===== src/rtl/microcode_state_sequencer.sv =====
// State register and control-word decoder for the multi-cycle RISC-V CPU.
// Registers the microcode next-state code, stalls on memory wait, absorbs ECALL halts.
module microcode_state_sequencer #(
  parameter int CNT_W = 32
) (
  input  logic             clk,
  input  logic             reset,
  input  logic [3:0]       next_state,
  input  logic             mem_ready,
  input  logic             halt_req,
  output logic [3:0]       current_state,
  output logic             pc_write,
  output logic             pc_write_cond,
  output logic             pc_source,
  output logic             i_or_d,
  output logic             mem_read,
  output logic             mem_write,
  output logic             ir_write,
  output logic             reg_write,
  output logic [1:0]       wb_sel,
  output logic [1:0]       alu_src_a,
  output logic [1:0]       alu_src_b,
  output logic [1:0]       alu_op,
  output logic             is_halted,
  output logic [CNT_W-1:0] inst_count
);

  // state          | meaning
  // IF_PC          | fetch at PC, PC+4 into PC when memory answers
  // ID_REG_FETCH   | decode, branch/JAL target into ALUOut
  // EX_LD_SD       | load/store address rs1+imm
  // MEM_READ       | data read, held until mem_ready
  // WB_LD          | MDR to register file
  // MEM_WRITE      | data write, held until mem_ready
  // EX_R / EX_IMM  | ALU R-type / I-type
  // WB_R_I         | ALUOut to register file
  // EX_BRANCH_COND | compare, conditional PC load from ALUOut
  // EX_WB_JAL      | PC <- ALUOut, rd <- PC
  // EX_WB_JALR     | PC <- rs1+imm, rd <- PC
  // EX_ECALL       | environment call, may halt
  // HALT           | absorbing until reset
  typedef enum logic [3:0] {
    IF_PC          = 4'd0,
    ID_REG_FETCH   = 4'd1,
    EX_LD_SD       = 4'd2,
    MEM_READ       = 4'd3,
    WB_LD          = 4'd4,
    MEM_WRITE      = 4'd5,
    EX_R           = 4'd6,
    EX_IMM         = 4'd7,
    WB_R_I         = 4'd8,
    EX_BRANCH_COND = 4'd9,
    EX_WB_JAL      = 4'd10,
    EX_WB_JALR     = 4'd11,
    EX_ECALL       = 4'd12,
    HALT           = 4'd13
  } state_t;

  state_t state, state_nx;
  logic   advance;
  logic   retire;

  always_ff @(posedge clk or negedge reset) begin
    if (!reset) begin
      state      <= IF_PC;
      inst_count <= '0;
    end else begin
      state <= state_nx;
      if (retire) inst_count <= inst_count + CNT_W'(1);
    end
  end

  always_comb begin
    advance  = 1'b1;
    retire   = 1'b0;
    state_nx = state;
    case (state)
      IF_PC, MEM_READ, MEM_WRITE: advance = mem_ready;
      default:                    advance = 1'b1;
    endcase
    if (state != HALT && advance) begin
      case (state)
        WB_LD, MEM_WRITE, WB_R_I, EX_BRANCH_COND,
        EX_WB_JAL, EX_WB_JALR, EX_ECALL: retire = 1'b1;
        default:                         retire = 1'b0;
      endcase
      // Codes above EX_ECALL are not legal targets; HALT is reachable only via ECALL.
      if (state == EX_ECALL && halt_req) state_nx = HALT;
      else if (next_state > 4'd12)       state_nx = IF_PC;
      else                               state_nx = state_t'(next_state);
    end
  end

  always_comb begin
    pc_write      = 1'b0;
    pc_write_cond = 1'b0;
    pc_source     = 1'b0;
    i_or_d        = 1'b0;
    mem_read      = 1'b0;
    mem_write     = 1'b0;
    ir_write      = 1'b0;
    reg_write     = 1'b0;
    wb_sel        = 2'b00;
    alu_src_a     = 2'b00;
    alu_src_b     = 2'b00;
    alu_op        = 2'b00;
    case (state)
      IF_PC: begin
        mem_read  = 1'b1;
        ir_write  = mem_ready;
        pc_write  = mem_ready;
        alu_src_a = 2'b10;
        alu_src_b = 2'b01;
      end
      ID_REG_FETCH: alu_src_b = 2'b10;
      EX_LD_SD: begin
        alu_src_a = 2'b01;
        alu_src_b = 2'b10;
      end
      MEM_READ: begin
        mem_read = 1'b1;
        i_or_d   = 1'b1;
      end
      WB_LD: begin
        reg_write = 1'b1;
        wb_sel    = 2'b01;
      end
      MEM_WRITE: begin
        mem_write = 1'b1;
        i_or_d    = 1'b1;
      end
      EX_R: begin
        alu_src_a = 2'b01;
        alu_op    = 2'b10;
      end
      EX_IMM: begin
        alu_src_a = 2'b01;
        alu_src_b = 2'b10;
        alu_op    = 2'b11;
      end
      WB_R_I: reg_write = 1'b1;
      EX_BRANCH_COND: begin
        alu_src_a     = 2'b01;
        alu_op        = 2'b01;
        pc_write_cond = 1'b1;
        pc_source     = 1'b1;
      end
      EX_WB_JAL: begin
        pc_write  = 1'b1;
        pc_source = 1'b1;
        reg_write = 1'b1;
        wb_sel    = 2'b10;
      end
      EX_WB_JALR: begin
        alu_src_a = 2'b01;
        alu_src_b = 2'b10;
        pc_write  = 1'b1;
        reg_write = 1'b1;
        wb_sel    = 2'b10;
      end
      default: ;
    endcase
  end

  assign current_state = state;
  assign is_halted     = (state == HALT);

endmodule


===== config.mk =====
export PLATFORM = sky130hd
export DESIGN_NAME = microcode_state_sequencer
export DESIGN_NICKNAME = d
export VERILOG_FILES = /design/src/rtl/microcode_state_sequencer.sv
export SDC_FILE = /design/constraint.sdc
export NUM_CORES = 1
export LEC_CHECK = 0
export BUFFER_PORTS_ARGS = -buffer_cell sky130_fd_sc_hd__buf_2
export CORE_MARGIN = 4
export CORE_UTILIZATION = 52
export CTS_CLUSTER_SIZE = 20
export DETAILED_ROUTE_END_ITERATION = 12
export PLACE_DENSITY = 0.8
export REMOVE_ABC_BUFFERS = 1
export SYNTH_ARGS = -nofsm -noshare
export SYNTH_HDL_FRONTEND = slang
export SYNTH_SLANG_ARGS = --single-unit

===== constraint.sdc =====
create_clock -name clk -period 1.9 [get_ports clk]
set_input_delay 0.38 -clock clk [delete_from_list [all_inputs] [get_ports clk]]
set_output_delay 0.38 -clock clk [all_outputs]
set_load 0.01 [all_outputs]

After elaboration in Yosys (flattened, before gate mapping)
Index checks and enable logic that the tools add are counted.
Storage, ports and cells
  register bits: 36
  bits in latches: 0
  RAM bits: 0
  memory bits (read-only): 0
  input port bits: 8
  output and inout port bits: 53
  logic and storage cells: 47
  memories kept: 0
Cells by class
  add/sub/neg operators: 1
  multipliers: 0
  divide/modulo/power cells: 0
  $lt $le $gt $ge: 1
  equal/unequal tests: 14
  shifts and indexed selects: 0
  muxes and demuxes: 17
  bitwise gates (word level): 0
  reductions and logical operators: 12
Operators by type and width (count)
  adder 32 x 1 -> 32 bit (second input constant): 1
  == test 4 bit (second input constant): 6
  == test 4 x 3 -> 1 bit (second input constant): 4
  one-hot mux 2 bit (2 select lines): 3
  2-to-1 mux 1 bit: 10
  == test 4 x 2 -> 1 bit (second input constant): 2
  2-to-1 mux 4 bit: 2
  OR reduction 2 bit: 4
  OR reduction 4 bit: 2
  OR reduction 7 bit: 1
  one-hot mux 2 bit (3 select lines): 1
  OR reduction 5 bit: 1
  == test 4 x 1 -> 1 bit (second input constant): 1
  greater-than comparator 4 bit (second input constant): 1
  logical NOT 4 bit: 1
  != test 4 bit (second input constant): 1
  OR reduction 3 bit: 1
  logical AND 1 bit: 2
  one-hot mux 1 bit (2 select lines): 1

Longest topological paths before layout
  depth in word-level cells: 5
  mapped depth: 6
  depth with buffers taken out: 4

Worst setup path before layout
No wires, ideal clock.
  kind: flip-flop to output port
  start point: register state[1], in the netlist current_state[1]
  end point: output reg_write
  arrival time: 1.327 ns
  required time: 1.520 ns
  path slack: 0.193 ns
  cell stages (with the launch flop): 5
  path buffers: 2
  cell sequence: dfrtp_1 buf_2 buf_1 nor3_1 o21bai_1
Between the ends
  word-level cells in the longest chain between the ends: 3
  elaborated cells between the ends (all ways): 6
  classes of those cells: eq/ne (4); mux (1); reduce/logical (1)
Ends and longest elaborated chain
  start: declaration: line 59  | state_t state, state_nx;
  start signal: assignment: line 68  | state <= state_nx;
  == test 4 bit / == test 4 x 3 -> 1 bit (equally long branches): line 107  | case (state)
  OR reduction 4 bit (no source line) *
  2-to-1 mux 1 bit *: line 107
  end: declaration: line 19  | output logic reg_write,
Mark *: on every way between the ends. The rest lies on a longest branch, timed or not.

Worst setup path after layout
  start point: register state[1], in the netlist current_state[1]
  end point: output alu_op[0]
Between the ends
  word-level cells in the longest chain between the ends: 2
  elaborated cells between the ends (all ways): 4
  classes of those cells: eq/ne (3); mux (1)
Ends and longest elaborated chain
  == test 4 bit / == test 4 x 3 -> 1 bit (equally long branches): line 107
  one-hot mux 2 bit (3 select lines) *: line 107
  end: declaration: line 23  | output logic [1:0] alu_op,
Marked as above.

==> impl_metrics.yaml <==
status:
  outcome: "completed"
timing:
  grt_setup_unrepaired: "yes"
  hold-worst-slack_ps: 118
  min_period_ps: 1820
  relSlewSlack_pct: 70.4
  setup_viol: 0
  slew_violations: 0
  setup_slack_ps: 78.6
  finalCritPeriodShare_pct: 95.9
  worstMarginPinSlew_ps: 444
  fmax_mhz: 549
  fin_worst_skew_ps: 9.22
  hold_violations: 0
worst_setup_path:
  cp_data_required_time_ps: 1520
  worstSetupPathType: "register to output pin"
  crit_fanout: 16
  critPathMaxStageDelay_ps: 540
  ff2ff_setup_slack_ps: 180
  crit_arrival_ps: 1440
  cp_cell_sequence: "nand2_1 > nor2_1 > o21a_1 > buf_2"
  worst_setup_path_start_kind: "register"
  cpMaxStageDelayCell: "dfrtp_2"
  endpoint_kind: "output pin"
yosys:
  synth.yosys.seq_area_share_pct: 41.5
  synthCells: 215
  synth_cell_types: 43
  ys_ff_latch: 36
  yosys_warnings: 0
  synth_area_sq_um: 2170
  synth_area_per_cell_sq_um: 10.1
routing:
  drt_iter0_markers: 64
  first_pass_iters: 4
  routed_wl_mm: 4.78
  detail-route-antenna-nets: 0
  drc: 0
  via_per_inst: 5.57
  vias: 1833
  wl_per_cell_microns: 14.5
final_layout:
  layout_common_cells: "buf_2, dfrtp_1, xor2_1, nand2_1, xnor2_1"
  diodes: 0
  final_common_cell: "buf_2"
  fin_nets: 287
  syn_to_final_growth_pct: 23.0
  drive_gt1_share_pct: 37.3
placement:
  dp_hpwl_mm: 3.62
  place_ws_ps: 125
  finalWeightedCongestion: 0.766
  port_buffers: 60
grt:
  grt_usage_pct: 19.3
  grt_pass1_wl_mm: 8.05
  antenna_found_initial: 0
  gr-total-overflow: 0
  first_global_vias: 1728
  grt_max_degree: 37
pwr:
  netSwitchingPower_uw: 792
  clockPowerShare_pct: 27.8
  pwr-share-comb_pct: 31.9
  swShare_pct: 33.5
  p_int_uw: 1570
  powerDensity_nw_per_um2: 884
  power_frac_seq_pct: 40.3
  ir_worst_vdd_mv: 0.489
  power_leakage_uw: 0.00138
clock_tree:
  clock_sinks: 36
  clkTransAtPathRegs_ps: 80
  cts_tree: "done"
  cts_htree_levels: 2
  insertion_delay_ps: 290
  cts_setup_buffers: 0
  cts-root-buf: "clkbuf_8"
  clockBufferDepth: 2
  numCtsBuffers: 5
floorplanning:
  core-area_sq_um: 4030
  rows: 23
  initial_core_util_pct: 53.9
  dieHeight_microns: 72.6
  ios: 61
  die-area_sq_um: 5280
  die_x_microns: 72.6
flow_run:
  drv_cap: 0
hold_path:
  holdCritPathClass: "input pin to asynchronous set/reset pin"
==> path summary, 6_finish.rpt <==
path / end / from / depth (start not counted)
max in group asynchronous: current_state[0] / reset / 2
worst max-delay path: alu_op[0] / current_state[1] / 4
worst min-delay path: inst_count[25] / reset / 2
worst max register to register: inst_count[24] / inst_count[2] / 4
worst min register to register: inst_count[14] / inst_count[14] / 1
min in group clk: current_state[0] / next_state[0] / 3
==> cells in the mapped netlist, drive strengths merged <==
cell | number | share of area [%]
dfrtp | 36 | 41
xor2 | 22 | 8.9
nand2 | 13 | 2.2
nor2 | 13 | 2.2
nor4 | 13 | 7.3
nand3 | 12 | 3.6
xnor2 | 12 | 4.8
nand4 | 11 | 3.9
buf | 10 | 3.1
nor3 | 10 | 2.3
and3 | 8 | 2.3
and4 | 7 | 2.8
inv | 7 | 1.2
o21ai | 7 | 1.6
a21oi | 4 | 0.92
a22oi | 4 | 1.4
clkbuf | 3 | 0.52
nand2b | 3 | 0.86
and2 | 2 | 0.58
mux2 | 2 | 1.0
nor4b | 2 | 0.81
and2b | 1 | 0.40
ha | 1 | 0.58
mux2i | 1 | 0.46
nor2b | 1 | 0.29
nor3b | 1 | 0.35
o2111ai | 1 | 1.2
o211a | 1 | 0.46
o211ai | 1 | 0.35
o21a | 1 | 0.35
o21bai | 1 | 0.35
o221a | 1 | 0.52
o22ai | 1 | 0.29
or2 | 1 | 0.29
or3 | 1 | 0.29
==> per-stage QoR <==
step           power (uW)  instances  TNS, ps  area (sq um)  util (%)
2_1_floorplan        1380        202        0          2090         -
3_3_place_gp         1680        321        0          2540      63.0
3_5_place_dp         1710        321        0          2540      63.0
4_1_cts              2370        329        0          2650      65.8
5_1_grt              2490        329    -1.13          2670      66.3
6_report             2360        329        0          2670      66.3
==> metal layers <==
metal	GRT usage (%)	share of wire, %	vias to the layer above
met5	0	0	-
met1	26.7	47	885
met2	30.4	47	36
met4	6.97	1.7	0
li1	-	-	905
met3	3.31	3.6	7
==> logic make-up (layout without fill, tap and decap cells) <==
logic type / count (synthesis) / after routing / synth area share (%)
and+or+nand+nor: 99 / 99 / 30.5
DFF: 36 / 36 / 41.5
xor gates and xnor gates: 34 / 34 / 13.7
AOI/OAI and AO/OA: 22 / 22 / 7.43
buffers and inverters: 20 / 84 / 4.78
muxes: 3 / 3 / 1.50
adders and majority gates: 1 / 1 / 0.576
==> final cells by class <==
| cell class | instances | area (sq um) |
|---|---|---|
| clock inverters | 3 | 42.5 |
| multi-input cells | 159 | 1180 |
| clock buffers | 5 | 68.8 |
| flip-flops and latches | 36 | 903 |
| inverters | 7 | 26.3 |
| repair buffers | 69 | 384 |
| well taps | 50 | 62.6 |
| fillers | 341 | 1360 |
==> power groups by stage <==
| stage | Sequential (uW) | Combinational [uW] | Clock (uW) |
|---|---|---|---|
| global placement | 952 | 729 | 0 |
| CTS | 949 | 751 | 667 |
| global route | 967 | 824 | 699 |
| finish | 952 | 752 | 657 |
| detailed placement | 961 | 749 | 0 |
| floorplan | 1040 | 344 | 0 |
==> critical path: cells and delay by family (launching register included) <==
kind / cells / cell delay [ps]
flip-flops: 1 / 540
AO/OA/AOI/OAI: 1 / 120
buffers and inverters: 1 / 120
AND/OR/NAND/NOR: 2 / 370
==> sequential cells by signal (all words and copies together) (netlist names) <==
name           cells
inst_count        32
current_state      4
==> timing repair <==
| action | in CTS | in global routing |
|---|---|---|
| endpoints found under the hold margin | 0 | 0 |
| endpoints found under the setup margin | 4 | 5 |
| hold buffers | 0 | 0 |
| resized for setup | 2 | 6 |
(Power assumes the default switching activity.)
